--- config.mk ---
export PLATFORM = sky130hd
export DESIGN_NAME = seg_scan
export DESIGN_NICKNAME = d
export VERILOG_FILES = /design/src/rtl/seg_scan.sv
export SDC_FILE = /design/constraint.sdc
export NUM_CORES = 1
export LEC_CHECK = 0
export CAP_MARGIN = 20
export CORE_ASPECT_RATIO = 0.5
export CORE_MARGIN = 8
export CORE_UTILIZATION = 48
export CTS_CLUSTER_SIZE = 25
export DETAILED_ROUTE_END_ITERATION = 7
export PLACE_DENSITY = 0.73
export SYNTH_ARGS = -nofsm -noshare
export SYNTH_HDL_FRONTEND = slang
export SYNTH_SLANG_ARGS = --single-unit
--- constraint.sdc ---
create_clock -name clk -period 1.6 [get_ports clk]
set_clock_uncertainty 0.05 [all_clocks]
set_input_delay 0.4 -clock clk [delete_from_list [all_inputs] [get_ports clk]]
set_output_delay 0.4 -clock clk [all_outputs]
set_load 0.01 [all_outputs]
--- src/rtl/seg_scan.sv ---
// -----------------------------------------------------------------------------
// seg_scan : multiplexed hex display scan driver
//
// Holds NDIG hex digits and presents them one slot at a time on x for a
// downstream combinational 4-bit -> 7-segment decoder.  It also drives the
// active-low digit anodes and decimal point.  Each slot starts with BLANK
// clocks of all-anodes-off to hide ghosting.  Optional leading-zero suppression
// is applied.  New display words enter through a load/ready handshake into a
// shadow register and are copied to the active register only at a frame end,
// so a frame is never drawn from two different words.
//
// Ports
//   clk     in   1        system clock, rising edge
//   rst     in   1        synchronous reset, active-high
//   load    in   1        request to capture data/dp_in
//   ready   out  1        1 = a load is accepted this cycle
//   data    in   4*NDIG   hex digits, digit k = data[4k+3:4k]
//   dp_in   in   NDIG     decimal point per digit, 1 = lit
//   lzs_en  in   1        leading-zero suppression enable (sampled live)
//   x       out  4        nibble for the segment decoder
//   an_n    out  NDIG     digit anodes, active-low, at most one low
//   dp_n    out  1        decimal point, active-low
//   slot    out  3        current digit index (debug)
// -----------------------------------------------------------------------------
module seg_scan #(
  parameter int NDIG  = 4,
  parameter int DIV   = 50000,
  parameter int BLANK = 500
) (
  input  logic              clk,
  input  logic              rst,
  input  logic              load,
  output logic              ready,
  input  logic [4*NDIG-1:0] data,
  input  logic [NDIG-1:0]   dp_in,
  input  logic              lzs_en,
  output logic [3:0]        x,
  output logic [NDIG-1:0]   an_n,
  output logic              dp_n,
  output logic [2:0]        slot
);

  localparam int               CW        = (DIV > 1) ? $clog2(DIV) : 1;
  localparam logic [CW-1:0]    DIV_LAST  = CW'(DIV - 1);
  localparam logic [CW-1:0]    BLANK_END = CW'(BLANK);
  localparam logic [2:0]       SLOT_LAST = 3'(NDIG - 1);

  // ---------------------------------------------------------------------------
  // Timebase: div_cnt walks through one slot, slot_cnt walks through a frame.
  // ---------------------------------------------------------------------------
  logic [CW-1:0] div_cnt;
  logic [2:0]    slot_cnt;
  logic          slot_end;
  logic          frame_end;

  assign slot_end  = (div_cnt == DIV_LAST);
  assign frame_end = slot_end && (slot_cnt == SLOT_LAST);

  always_ff @(posedge clk) begin
    if (rst) begin
      div_cnt  <= '0;
      slot_cnt <= '0;
    end else if (slot_end) begin
      div_cnt  <= '0;
      slot_cnt <= (slot_cnt == SLOT_LAST) ? 3'd0 : slot_cnt + 3'd1;
    end else begin
      div_cnt  <= div_cnt + CW'(1);
    end
  end

  // ---------------------------------------------------------------------------
  // Handshake and frame-aligned transfer.
  // ready is simply "nothing pending"; a capture and a transfer can never
  // coincide because a transfer needs pending=1, i.e. ready=0.
  // ---------------------------------------------------------------------------
  logic [4*NDIG-1:0] shadow_data;
  logic [NDIG-1:0]   shadow_dp;
  logic [4*NDIG-1:0] active_data;
  logic [NDIG-1:0]   active_dp;
  logic              pending;

  always_ff @(posedge clk) begin
    if (rst) begin
      shadow_data <= '0;
      shadow_dp   <= '0;
      active_data <= '0;
      active_dp   <= '0;
      pending     <= 1'b0;
      ready       <= 1'b1;
    end else if (load && ready) begin
      shadow_data <= data;
      shadow_dp   <= dp_in;
      pending     <= 1'b1;
      ready       <= 1'b0;
    end else if (frame_end && pending) begin
      active_data <= shadow_data;
      active_dp   <= shadow_dp;
      pending     <= 1'b0;
      ready       <= 1'b1;
    end
  end

  // ---------------------------------------------------------------------------
  // Leading-zero suppression per digit: digit k is suppressed when it and all
  // more significant digits are zero.  Digit 0 always shows, so a value of
  // zero displays as a single "0".
  // ---------------------------------------------------------------------------
  logic [NDIG-1:0] supp;

  for (genvar gi = 0; gi < NDIG; gi++) begin : g_supp
    if (gi == 0) begin : g_lsd
      assign supp[gi] = 1'b0;
    end else begin : g_upper
      assign supp[gi] = lzs_en && ~|active_data[4*NDIG-1:4*gi];
    end
  end

  // ---------------------------------------------------------------------------
  // Output selection from the current (pre-edge) timebase, registered so the
  // pins lag the counters by exactly one clock.
  // ---------------------------------------------------------------------------
  logic [3:0]      x_next;
  logic            cur_dp;
  logic            cur_supp;
  logic            lit;
  logic [NDIG-1:0] an_n_next;
  logic            dp_n_next;

  always_comb begin
    x_next   = 4'd0;
    cur_dp   = 1'b0;
    cur_supp = 1'b0;
    // Mux by comparison rather than indexing so slot_cnt's fixed 3-bit width
    // never has to match the digit count.
    for (int k = 0; k < NDIG; k++) begin
      if (slot_cnt == 3'(k)) begin
        x_next   = active_data[4*k +: 4];
        cur_dp   = active_dp[k];
        cur_supp = supp[k];
      end
    end

    lit = (div_cnt >= BLANK_END) && !cur_supp;

    an_n_next = '1;
    for (int k = 0; k < NDIG; k++) begin
      if (lit && (slot_cnt == 3'(k))) begin
        an_n_next[k] = 1'b0;
      end
    end

    // The decimal point follows the anode so it cannot light a suppressed
    // or blanked digit.
    dp_n_next = lit ? ~cur_dp : 1'b1;
  end

  always_ff @(posedge clk) begin
    if (rst) begin
      x    <= 4'd0;
      an_n <= '1;
      dp_n <= 1'b1;
      slot <= 3'd0;
    end else begin
      x    <= x_next;
      an_n <= an_n_next;
      dp_n <= dp_n_next;
      slot <= slot_cnt;
    end
  end

endmodule

# ---- Word level (Yosys, flattened, before mapping)
# Index checks and enable logic that the tools add are counted.
dict set report totals {
  regBits 73
  latchBits 0
  mem_bits_rw 0
  mem_bits_ro 0
  inputBits 24
  output_inout_bits 13
  wordCells 65
  memories 0
}
dict set report classes {
  n_addsub 2
  mul 0
  div 0
  magnitude_cmp 1
  eq_ne 4
  shifts 0
  mux 20
  bitwise 3
  reduce_logical 23
}
# cell count
set op_table {}
lappend op_table {{16-bit by 1-bit adder with 16-bit output, second input constant} 1}
lappend op_table {{16-bit == test, second input constant} 1}
lappend op_table {{16-bit by 9-bit greater-or-equal comparator with 1-bit output, second input constant} 1}
lappend op_table {{4-bit two-way mux} 4}
lappend op_table {{1-bit two-way mux} 15}
lappend op_table {{12-bit OR reduction} 1}
lappend op_table {{1-bit logical AND} 11}
lappend op_table {{8-bit OR reduction} 1}
lappend op_table {{3-bit by 2-bit == test with 1-bit output, second input constant} 2}
lappend op_table {{1-bit logical NOT} 4}
lappend op_table {{2-bit OR reduction} 2}
lappend op_table {{4-bit OR reduction} 1}
lappend op_table {{3-bit by 1-bit adder with 3-bit output, second input constant} 1}
lappend op_table {{3-bit by 1-bit == test with 1-bit output, second input constant} 1}
lappend op_table {{3-bit logical NOT} 1}
lappend op_table {{3-bit two-way mux} 1}
lappend op_table {{1-bit NOT} 3}
lappend op_table {{2-bit AND reduction} 1}
lappend op_table {{2-bit nonzero test} 1}

# ---- Longest topological paths before layout
# Gate-level depths: netlist of run 1.
dict set report depth {
  depth_word 10
  mapped_depth 7
  mapped_depth_nobuf 6
}

# ---- Worst setup path after synthesis of run 1
# No wires, ideal clock.
dict set report synth_timing {
  path_type {register to register}
  startpoint {reg div_cnt[0]}
  endpoint {reg div_cnt[15]}
  setup_time_ps 115
  arrival_ps 1403
  required_ps 1435
  path_slack_ps 32
  path_stages_with_launch 8
  path_buffers 2
  period_less_slack_ps 1568
  path_cell_list {dfxtp_1 ha_1 and4_1 nand4_1 nand2b_1 clkbuf_2 buf_4 nor2_1}
}
dict set report synth_via {
  elab_chain_len 2
  elab_cells_between_ends 3
  classes_between {add/sub (1); eq/ne (1); reduce/logical (1)}
}
# item line_no
set synth_rtl {}
lappend synth_rtl {{start: declaration} 51} ;# logic [CW-1:0] div_cnt;
lappend synth_rtl {{start signal: assignment} 67} ;# div_cnt <= div_cnt + CW'(1);
lappend synth_rtl {{branches (longest 2 deep; another with 16-bit by 1-bit adder with 16-bit output)} -}
# Parallel ways; which one is timed is not known.
# A chain may end at the register's enable or synchronous reset.

# ---- Worst setup path after layout of run 1
dict set report layout_timing {
  startpoint {reg slot_cnt[1]}
  endpoint {reg dp_n}
}
dict set report layout_via {
  elab_chain_len 8
  elab_cells_between_ends 16
  classes_between {eq/ne (3); mux (7); bitwise (2); reduce/logical (4)}
}
# item line_no
set layout_rtl {}
lappend layout_rtl {{start: declaration} 52} ;# logic [2:0] slot_cnt;
lappend layout_rtl {{start signal: assignment} 65} ;# slot_cnt <= (slot_cnt == SLOT_LAST) ? 3'd0 : slot_cnt + 3'd1;
lappend layout_rtl {{3-bit by 1-bit == test with 1-bit output} 136} ;# if (slot_cnt == 3'(k)) begin
lappend layout_rtl {{1-bit two-way mux (3 in series)} 136}
lappend layout_rtl {{1-bit logical NOT} 143} ;# lit = (div_cnt >= BLANK_END) && !cur_supp;
lappend layout_rtl {{1-bit logical AND} 143}
lappend layout_rtl {{1-bit NOT (no line)} -}
lappend layout_rtl {{2-bit OR reduction (no line)} -}
lappend layout_rtl {{end signal: assignment} 166} ;# dp_n <= dp_n_next;
lappend layout_rtl {{end: declaration} 39} ;# output logic dp_n,
# Several ways; a longest one is shown, not always the timed one.

==> results of run 1 <==
==> registers in the layout, indices dropped and copies added (netlist names) <==
signal and flops:
pending 1, shadow_dp 4, x 4, div_cnt 16
an_n 4, active_dp 4, dp_n 1, slot_cnt 3
shadow_data 16, active_data 16, ready 1, slot 3
==> Yosys cell counts (all sizes together) (2+ instances only) <==
library cell and instances:
dfxtp 73, nand2 55, a21oi 54, nand3 32, nor2 23, o21ai 22
clkbuf 16, xnor2 12, inv 10, nor4 8, buf 7, ha 6
nand3b 6, nor3 5, nand4 4, o22ai 4, nand2b 3, or3 3
and4 2, xor2 2
==> worst reg2reg max path, stage by stage, from the launching register on <==
cell     delay, ns
dfxtp_2       0.37
inv_1         0.09
ha_1          0.21
buf_4         0.17
a21oi_1       0.14
o21ai_0       0.13
a22o_2        0.23
nand3_1       0.07
==> metrics by stage <==
step                      setup WS [ns]  TNS (ns)  cell area, µm²
after floorplan                  0.0323         0            2980
after global placement          -0.0802     -1.94            3540
after detailed placement         -0.133     -3.53            3540
after CTS                       0.00833         0            3800
after global routing            -0.0214   -0.0233            3870
final                            0.0762         0            3870
==> power breakdown <==
part           internal, µW  total (µW)  leakage (µW)  switching [µW]
Sequential             1860        1880      0.000594            27.5
Clock                  1190        1900      0.000139             711
Combinational           105         200      0.000643            94.7
Total                  3150        3980       0.00138             833
==> kinds of logic after synthesis <==
| family | Yosys count | synth area share |
|---|---|---|
| compound gates | 85 | 0.149 |
| flops | 73 | 0.491 |
| buf+inv | 33 | 0.0521 |
| xor+xnor | 14 | 0.0412 |
| fa+ha+maj | 6 | 0.0252 |
| simple gates | 147 | 0.241 |
==> cell type report <==
type                       count  area share
sequential                    73       0.379
multi-input combinational    252       0.367
timing repair buffer          59       0.144
clock buffer                  11      0.0601
tap                           88      0.0284
clock inverter                 4      0.0116
inverter                      10     0.00970
==> what timing repair did <==
| item | in CTS | in global routing |
|---|---|---|
| gates cloned | 0 | 0 |
| endpoints found under the hold margin | 0 | 0 |
| endpoints found under the setup margin | 15 | 34 |
| pin swaps | 0 | 4 |
| resized for setup | 15 | 18 |
==> worst paths after layout <==
| check | slack (ns) | depth (start not counted) | startpoint | to |
|---|---|---|---|---|
| min | 0.41 | 2 | shadow_dp[3] | shadow_dp[3] |
| min reg2reg | 0.41 | 2 | shadow_dp[3] | shadow_dp[3] |
| max | 0.08 | 7 | slot_cnt[1] | dp_n |
| max reg2reg | 0.08 | 7 | slot_cnt[1] | dp_n |
==> placed cells by master (no fill, tap or decap), types with 2 or more instances in the layout <==
| cell type | Yosys | final |
|---|---|---|
| nand3_1 | 31 | 31 |
| o21ai_0 | 22 | 20 |
| o21ai_1 | 0 | 2 |
| or3_1 | 2 | 2 |
| ha_1 | 6 | 4 |
| nand3b_1 | 6 | 6 |
| nand2b_1 | 3 | 3 |
| clkbuf_1 | 14 | 2 |
| dlygate4sd2_1 | 0 | 13 |
| a21oi_1 | 54 | 54 |
| xnor2_1 | 12 | 12 |
| dfxtp_1 | 73 | 69 |
| and4_4 | 0 | 2 |
| ha_4 | 0 | 2 |
| inv_1 | 10 | 9 |
| nand4_1 | 4 | 4 |
| o22ai_1 | 4 | 4 |
| nor4_1 | 7 | 3 |
| clkinv_2 | 0 | 3 |
| buf_4 | 1 | 19 |
| nor3_1 | 5 | 5 |
| nor2_1 | 23 | 23 |
| nor4_2 | 0 | 4 |
| buf_12 | 0 | 3 |
| dfxtp_2 | 0 | 3 |
| clkbuf_16 | 0 | 9 |
| clkdlybuf4s50_1 | 0 | 23 |
| nand2_1 | 55 | 55 |
| xor2_1 | 2 | 2 |
==> routing by layer <==
layer  routed length (µm)  vias up  GRT usage
met5                    0        -          0
met4                  123        0     0.0850
met3                  492       12     0.0644
met2                 3380       74      0.256
met1                 3120     1222      0.198
li1                     -     1325          -
==> flow_metrics.env, run 1 <==
export IMPL_async_flop_share=0
export IMPL_cts_hold_buf=0
export IMPL_drt_iter0_markers=169
export IMPL_pin_count=37
export IMPL_cap_violations=0
export IMPL_worstPathMaxFanout=11
export IMPL_fmax_mhz=656
export IMPL_syn_nets=388
export IMPL_die_w_um=127
export IMPL_critPathMaxStageDelay_ns=0.37
export IMPL_status="completed"
export IMPL_dieArea_um2=9130
export IMPL_worstPathRequired_ns=1.83
export IMPL_seq_area_um2=1470
export IMPL_synth_distinct_cells=39
export IMPL_worst_setup_path_end_kind="register"
export IMPL_arrival_ns=1.75
export IMPL_core_rowCount=20
export IMPL_synthToLayoutAreaGrowth_pct=30.1
export IMPL_drc_errors=0
export IMPL_clockBufferDepth=2
export IMPL_diodes=0
export IMPL_cts_made_buffers=9
export IMPL_dp_cells=482
export IMPL_clkTransAtPathRegs_ns=0.05
export IMPL_numPortBuffers=36
export IMPL_synth_edf_count=0
export IMPL_post_route_util=0.642
export IMPL_final_nets=435
export IMPL_synth_avg_cell_area_um2=8.31
export IMPL_overflow=0
export IMPL_yosysTopAreaCell="dfxtp_1"
export IMPL_worst_hold_path_type="register to register"
export IMPL_final_cells=497
export IMPL_vias_per_cell=5.30
export IMPL_tightest_slew_ns=0.338
export IMPL_slew_violations=0
export IMPL_insertion_delay_ns=0.34
export IMPL_routedWlPerCell_um=14.3
export IMPL_grt_pass1_wl_um=12100
export IMPL_synthCells=358
export IMPL_vdd_drop_max_mv=0.477
export IMPL_leakage_uw=0.00138
export IMPL_netlist_area_um2=2980
export IMPL_crit_slowest_cell="dfxtp_2"
export IMPL_grt_pass1_vias=2580
export IMPL_cts_setup_buffers=0
export IMPL_ys_flop_type="dfxtp_1"
export IMPL_synth_seq_cells=73
export IMPL_via_count=2633
export IMPL_synth_area_leaders="dfxtp_1, a21oi_1, nand2_1, nand3_1, o21ai_0"
export IMPL_yosysSeqAreaShare=0.491
export IMPL_multiInputGateArea_um2=1420
export IMPL_setup_viol=0
export IMPL_drive_above_1_share=0.134
export IMPL_hpwlAfterDp_um=4890
export IMPL_fin_crit_sh=0.952
export IMPL_htree_num_levels=3
export IMPL_critPathTopFamily="compound AO/OA/AOI/OAI gates"
export IMPL_path_buf_inv=2
export IMPL_dr_pass1_iters=4
export IMPL_ant_nets=0
export IMPL_cts_tree="yes"
export IMPL_whs_ns=0.414
export IMPL_die_y_um=71.7
export IMPL_p_total_uw=3980
export IMPL_max_slew_margin=0.772
export IMPL_grt_max_degree=25
export IMPL_worstSetupPathType="register to register"
export IMPL_start_util=0.493
export IMPL_coreArea_um2=6030
export IMPL_path_cells="inv_1, ha_1, buf_4, a21oi_1, o21ai_0, a22o_2, nand3_1"
export IMPL_clock_sinks=73
export IMPL_yosysWarnings=0
export IMPL_fin_crit_ns=1.52
export IMPL_antenna_found_initial=0
export IMPL_fillers=495
export IMPL_yosysTopAreaCellShare=0.491
export IMPL_gp_congestion=0.851
export IMPL_cts_root_buf="clkbuf_16"
export IMPL_hold_viol=0
export IMPL_grt_use_total=0.166
export IMPL_start_kind="register"
export IMPL_p_per_area_nw_per_um2=1030
export IMPL_drt_total_wl_um=7110
Power figures use the tool's default switching activity.
==> inputs of run 2 (changes only) <==
ABC_AREA = 1   (was unset)
CAP_MARGIN = unset   (was 20)
clock period = 1.32 ns   (was 1.6 ns; I/O delays follow)
==> run 2 against run 1 <==
The flow now finishes with violations (negative setup slack). Synthesized area grew 5.5%. Sequential share of layout area shrank 8.0 points. Total power grew 46%. Critical endpoint is now active_data[2]. Cell area grew 29%. Critical path depth grew 1. Maximum frequency shrank 4.7%. Sequential power grew 22%. Utilization grew 16 points. Worst setup slack lost 0.36 ns. Non-clock buffer count grew 59. Cell count grew 27%. Clock power grew 63%.
==> flow_metrics.env, run 2 <==
export IMPL_worst_hold_path_type="register to register"
export IMPL_reg2reg_slack_ns=-0.28
export IMPL_cap_violations=0
export IMPL_gp_congestion=0.855
export IMPL_htree_num_levels=3
export IMPL_drt_total_wl_um=10200
export IMPL_yosysTopAreaCell="dfxtp_1"
export IMPL_fin_crit_sh=1.21
export IMPL_drive_above_1_share=0.347
export IMPL_numPortBuffers=36
export IMPL_synth_area_leaders="dfxtp_1, nor2_1, nand2_1, o21ai_0, inv_1"
export IMPL_final_nets=570
export IMPL_insertion_delay_ns=0.34
export IMPL_placed_cell_area_um2=4080
export IMPL_dr_pass1_iters=5
export IMPL_tightest_slew_ns=0.339
export IMPL_worstPathMaxFanout=6
export IMPL_fmax_mhz=625
export IMPL_netlist_area_um2=3140
export IMPL_ys_flop_type="dfxtp_1"
export IMPL_worstHoldPathCells=2
export IMPL_cts_root_buf="clkbuf_16"
export IMPL_overflow=0
export IMPL_final_common_cell="nor2_1"
export IMPL_synth_edf_count=0
export IMPL_vdd_drop_max_mv=0.962
export IMPL_synthToLayoutAreaGrowth_pct=58.5
export IMPL_clockBufferDepth=2
export IMPL_top_regs="active_data (16), div_cnt (16), shadow_data (16)"
export IMPL_grt_pass1_vias=3130
export IMPL_hold_viol=0
export IMPL_drt_iter0_markers=301
export IMPL_cts_tree="yes"
export IMPL_fin_crit_ns=1.60
export IMPL_whs_ns=0.407
export IMPL_yosysSeqAreaShare=0.466
export IMPL_leakage_uw=0.00218
export IMPL_p_per_area_nw_per_um2=1170
export IMPL_pin_count=37
export IMPL_design_area_um2=4980
export IMPL_grt_setup_unrepaired="true"
export IMPL_async_flop_share=0
export IMPL_slew_violations=0
export IMPL_syn_nets=460
export IMPL_grt_max_degree=27
export IMPL_ant_nets=0
export IMPL_coreArea_um2=6210
export IMPL_holdCritStartpoint="shadow_data[13]"
export IMPL_core_rowCount=20
export IMPL_cts_made_buffers=9
export IMPL_status="finished with violations"
export IMPL_grt_pass1_wl_um=14000
export IMPL_synth_seq_cells=73
export IMPL_reg2reg_depth=8
export IMPL_min_delay_worst_endpoint="shadow_data[13]"
export IMPL_grt_use_total=0.187
export IMPL_routedWlPerCell_um=16.1
export IMPL_synth_common_cells="nor2_1, dfxtp_1, nand2_1, inv_1, o21ai_0"
export IMPL_synth_avg_cell_area_um2=7.30
export IMPL_clock_sinks=73
export IMPL_via_count=3371
export IMPL_synth_most_common_cell="nor2_1"
export IMPL_drc_errors=0
export IMPL_synthCells=430
export IMPL_start_util=0.506
export IMPL_die_y_um=73.2
export IMPL_worstSetupPathType="register to register"
export IMPL_worst_setup_path_end_kind="register"
export IMPL_diodes=0
export IMPL_setup_viol=51
export IMPL_worstPathRequired_ns=1.50
export IMPL_vias_per_cell=5.33
export IMPL_hpwlAfterDp_um=5270
export IMPL_clkTransAtPathRegs_ns=0.06
export IMPL_yosysWarnings=0
export IMPL_die_w_um=130
export IMPL_layout_setup_ws_ns=-0.280
export IMPL_post_route_util=0.802
export IMPL_rr_startpoint="div_cnt[10]"
export IMPL_rr_endpoint="active_data[2]"
export IMPL_layout_common_cells="nor2_1, buf_4, dfxtp_1"
export IMPL_p_total_uw=5820
export IMPL_synth_distinct_cells=27
export IMPL_max_slew_margin=0.772
export IMPL_arrival_ns=1.78
export IMPL_yosysTopAreaCellShare=0.466
export IMPL_start_kind="register"
export IMPL_antenna_found_initial=0
export IMPL_violations="negative setup slack"
export IMPL_dieArea_um2=9540
## run 2: cell count changes after synthesis, sizes merged, moves of 7 or more
cell	previous run	this run
nand2	55	64
nor2	23	86
xnor2	12	1
o21ai	22	43
nor4	8	0
a21oi	54	24
inv	10	53
nand3	32	39
## run 2: cells by family after synthesis
| group | Yosys count | synth area share |
|---|---|---|
| xor gates and xnor gates | 4 | 0.0112 |
| AOI/OAI and AO/OA | 68 | 0.109 |
| adders and majority gates | 6 | 0.0239 |
| DFF | 73 | 0.466 |
| buffers and inverters | 72 | 0.0949 |
| and+or+nand+nor | 207 | 0.295 |
## run 2: cell type report
cell class | count | area [µm²]
well taps | 88 | 110
repair buffers | 118 | 1070
clock inverters | 7 | 149
fillers | 377 | 1230
clock buffers | 9 | 225
multi-input cells | 285 | 1730
flip-flops and latches | 73 | 1490
inverters | 53 | 206
## run 2: stage by stage
stage	setup TNS (ns)	setup slack, ns	cells
after floorplan	-0.571	-0.0300	430
after global placement	-15.16	-0.289	601
after detailed placement	-16.39	-0.319	601
after CTS	-5.27	-0.212	626
after global routing	-10.04	-0.340	633
final	-7.03	-0.280	633
## run 2: metal layers
layer,vias up,track usage,share of wire
li1,1592,-,-
met4,0,0.0895,0.032
met5,-,0,0
met3,37,0.0496,0.062
met2,153,0.310,0.49
met1,1589,0.223,0.42
## run 2: where the power goes
group | internal, µW | switching [µW]
sequential | 2260 | 27.3
combinational | 216 | 216
clock | 2060 | 1030
total | 4540 | 1280
## run 2: worst max-delay path by stage
stage                      from              to  slack [ns]  cells after the start
finish              div_cnt[10]  active_data[2]       -0.28                      8
floorplan            div_cnt[0]    active_dp[3]       -0.03                      7
CTS                  div_cnt[8]    active_dp[3]       -0.21                     10
global placement           load  active_data[1]       -0.29                      8
global route        div_cnt[10]    active_dp[0]       -0.34                      8
detailed placement         load    active_dp[2]       -0.32                      8
## run 2: repair_timing
action / in CTS / in global routing
gates cloned: 2 / 2
pin swaps: 12 / 30
gates resized for setup: 60 / 78
hold buffers: 0 / 0
buffers inserted: 8 / 7
endpoints found under the setup margin: 62 / 61
## run 2: critical path: stages (launching register included)
cell and delay [ns]:
dfxtp_1 0.31, inv_1 0.08, nand2_1 0.11, nor2_4 0.23, nand4_4 0.16, buf_4 0.17, buf_6 0.13, o21ai_1 0.16
nor2_1 0.09
==> inputs of run 3 (changes only) <==
PLACE_DENSITY = unset   (was 0.73)
PLACE_DENSITY_LB_ADDON = 0.08   (was unset)
SLEW_MARGIN = 0   (was unset)
==> run 3 against run 2 <==
The run still ends with negative setup slack left. Die area is the same. First-iteration DRC count shrank 28%. Wire length shrank 23%. Sequential cell count is the same. Worst setup slack gained 0.13 ns. Global-route usage shrank 1.9 points. Maximum frequency grew 8.6%.
==> flow_metrics.env, run 3 (synthesis gave the netlist of run 2 again) <==
export IMPL_numPortBuffers=36
export IMPL_leakage_uw=0.00207
export IMPL_clkTransAtPathRegs_ns=0.06
export IMPL_placed_cell_area_um2=4140
export IMPL_tns_ns=-4.88
export IMPL_antenna_found_initial=0
export IMPL_insertion_delay_ns=0.33
export IMPL_use_met3=0.0612
export IMPL_coreArea_um2=6210
export IMPL_status="finished with violations"
export IMPL_die_y_um=73.2
export IMPL_pwr_share_comb=0.078
export IMPL_core_rowCount=20
export IMPL_grt_setup_unrepaired="true"
export IMPL_use_met2=0.281
export IMPL_design_area_um2=4690
export IMPL_ant_nets=0
export IMPL_path_cells="ha_4, nand3_4, nor2_4, nand4_4, nor2_4, clkbuf_16, nor2_1, nor2_1"
export IMPL_drt_total_wl_um=7820
export IMPL_grt_util_met1=0.197
export IMPL_violations="negative setup slack"
export IMPL_arrival_ns=1.70
export IMPL_worst_setup_path_end_kind="register"
export IMPL_clkPwrFrac=0.491
export IMPL_grt_use_total=0.168
export IMPL_grt_max_degree=48
export IMPL_tightest_slew_ns=0.280
export IMPL_dieArea_um2=9540
export IMPL_worstPathMaxFanout=10
export IMPL_top_usage_layer="met2"
export IMPL_fin_crit_sh=1.12
export IMPL_top_regs="active_data (16), div_cnt (16), shadow_data (16)"
export IMPL_drt_iter0_markers=218
export IMPL_cap_violations=0
export IMPL_drc_errors=0
export IMPL_clockBufferDepth=2
export IMPL_gp_congestion=0.870
export IMPL_cts_made_buffers=9
export IMPL_worstPathRequired_ns=1.55
export IMPL_final_nets=565
export IMPL_hpwlAfterDp_um=5620
export IMPL_clock_sinks=73
export IMPL_worstSetupPathType="register to register"
export IMPL_fmax_mhz=679
export IMPL_fin_crit_ns=1.47
export IMPL_max_slew_margin=0.812
export IMPL_critPathMaxStageDelay_ns=0.35
export IMPL_die_w_um=130
export IMPL_grt_pass1_wl_um=12800
export IMPL_p_int_uw=4150
export IMPL_drive_above_1_share=0.278
export IMPL_overflow=0
export IMPL_crit_slowest_cell="dfxtp_2"
export IMPL_vdd_drop_max_mv=0.737
export IMPL_place_ws_ns=-0.288
export IMPL_start_util=0.506
export IMPL_p_per_area_nw_per_um2=1130
export IMPL_p_sw_frac=0.218
export IMPL_vias_per_cell=4.85
export IMPL_setup_viol=42
export IMPL_cts_tree="yes"
export IMPL_synthToLayoutAreaGrowth_pct=49.5
export IMPL_start_kind="register"
export IMPL_grt_pass1_vias=2915
export IMPL_dr_pass1_iters=4
export IMPL_final_common_cell="nor2_1"
export IMPL_hold_viol=0
export IMPL_slew_violations=0
export IMPL_diodes=0
export IMPL_routedWlPerCell_um=12.5
export IMPL_worst_hold_path_type="register to register"
export IMPL_layout_common_cells="nor2_1, buf_4, dfxtp_1"
export IMPL_htree_num_levels=3
export IMPL_cts_hold_buf=0
export IMPL_fillers=477
export IMPL_layout_setup_ws_ns=-0.152
export IMPL_seqPwrFrac=0.431
export IMPL_via_count=3046
export IMPL_cts_root_buf="clkbuf_16"
export IMPL_p_switching_uw=1160
export IMPL_pin_count=37
## run 3: cell count changes in the layout (fill, tap and decap cells not counted), moves of 3 or more
cell     before  now
buf_4        69   66
dfxtp_4       5    2
nand2_2      11    6
nand2_1      50   56
nor2_1       70   76
nand3_1      14   31
nor2_4       11    7
nand3_2      23    6
dfxtp_2       7   11
## run 3: path summary, 6_finish.rpt
path,from,endpoint,slack (ns),cells after the start
max,div_cnt[1],active_data[2],-0.15,8
min,shadow_data[5],shadow_data[5],0.41,2
max reg2reg,div_cnt[1],active_data[2],-0.15,8
min reg2reg,shadow_data[5],shadow_data[5],0.41,2
## run 3: cell type report
class,instances,area [µm²],share of cell area
flip-flops and latches,73,1480,0.316
multi-input cells,285,1550,0.330
clock inverters,6,90.1,0.0192
well taps,88,110,0.0235
clock buffers,10,229,0.0488
repair buffers,113,1030,0.220
inverters,53,199,0.0424
## run 3: power groups by stage
| stage | Clock, µW | Sequential [µW] | Combinational, µW |
|---|---|---|---|
| after detailed placement | 0 | 2340 | 405 |
| after global routing | 2720 | 2300 | 458 |
| after CTS | 2630 | 2290 | 408 |
| after floorplan | 0 | 2340 | 180 |
| final | 2610 | 2290 | 413 |
| after global placement | 0 | 2340 | 394 |
## run 3: metal layers
metal | wire length, µm | vias up
met4 | 133 | 0
met5 | 0 | -
li1 | - | 1585
met1 | 3590 | 1364
met3 | 446 | 14
met2 | 3660 | 83
## run 3: critical path: cells and delay by family (launching register included)
family / cells / cell delay (ns)
adders and majority gates: 1 / 0.16
buffers and inverters: 1 / 0.18
DFF: 1 / 0.35
and+or+nand+nor: 6 / 0.68
## run 3: per-stage QoR
stage	instances	util	total power, µW	hold WS (ns)
2_1_floorplan	430	-	2520	0.379
3_3_place_gp	605	0.666	2730	0.397
3_5_place_dp	605	0.666	2750	0.399
4_1_cts	623	0.723	5340	0.407
5_1_grt	628	0.756	5480	0.430
6_report	628	0.756	5310	0.407
## run 3: repair_timing
| item | in CTS | in global routing |
|---|---|---|
| pin swaps | 3 | 12 |
| resized for setup | 30 | 49 |
| cloned | 0 | 1 |
| endpoints found under the setup margin | 61 | 56 |
| buffers inserted | 2 | 4 |
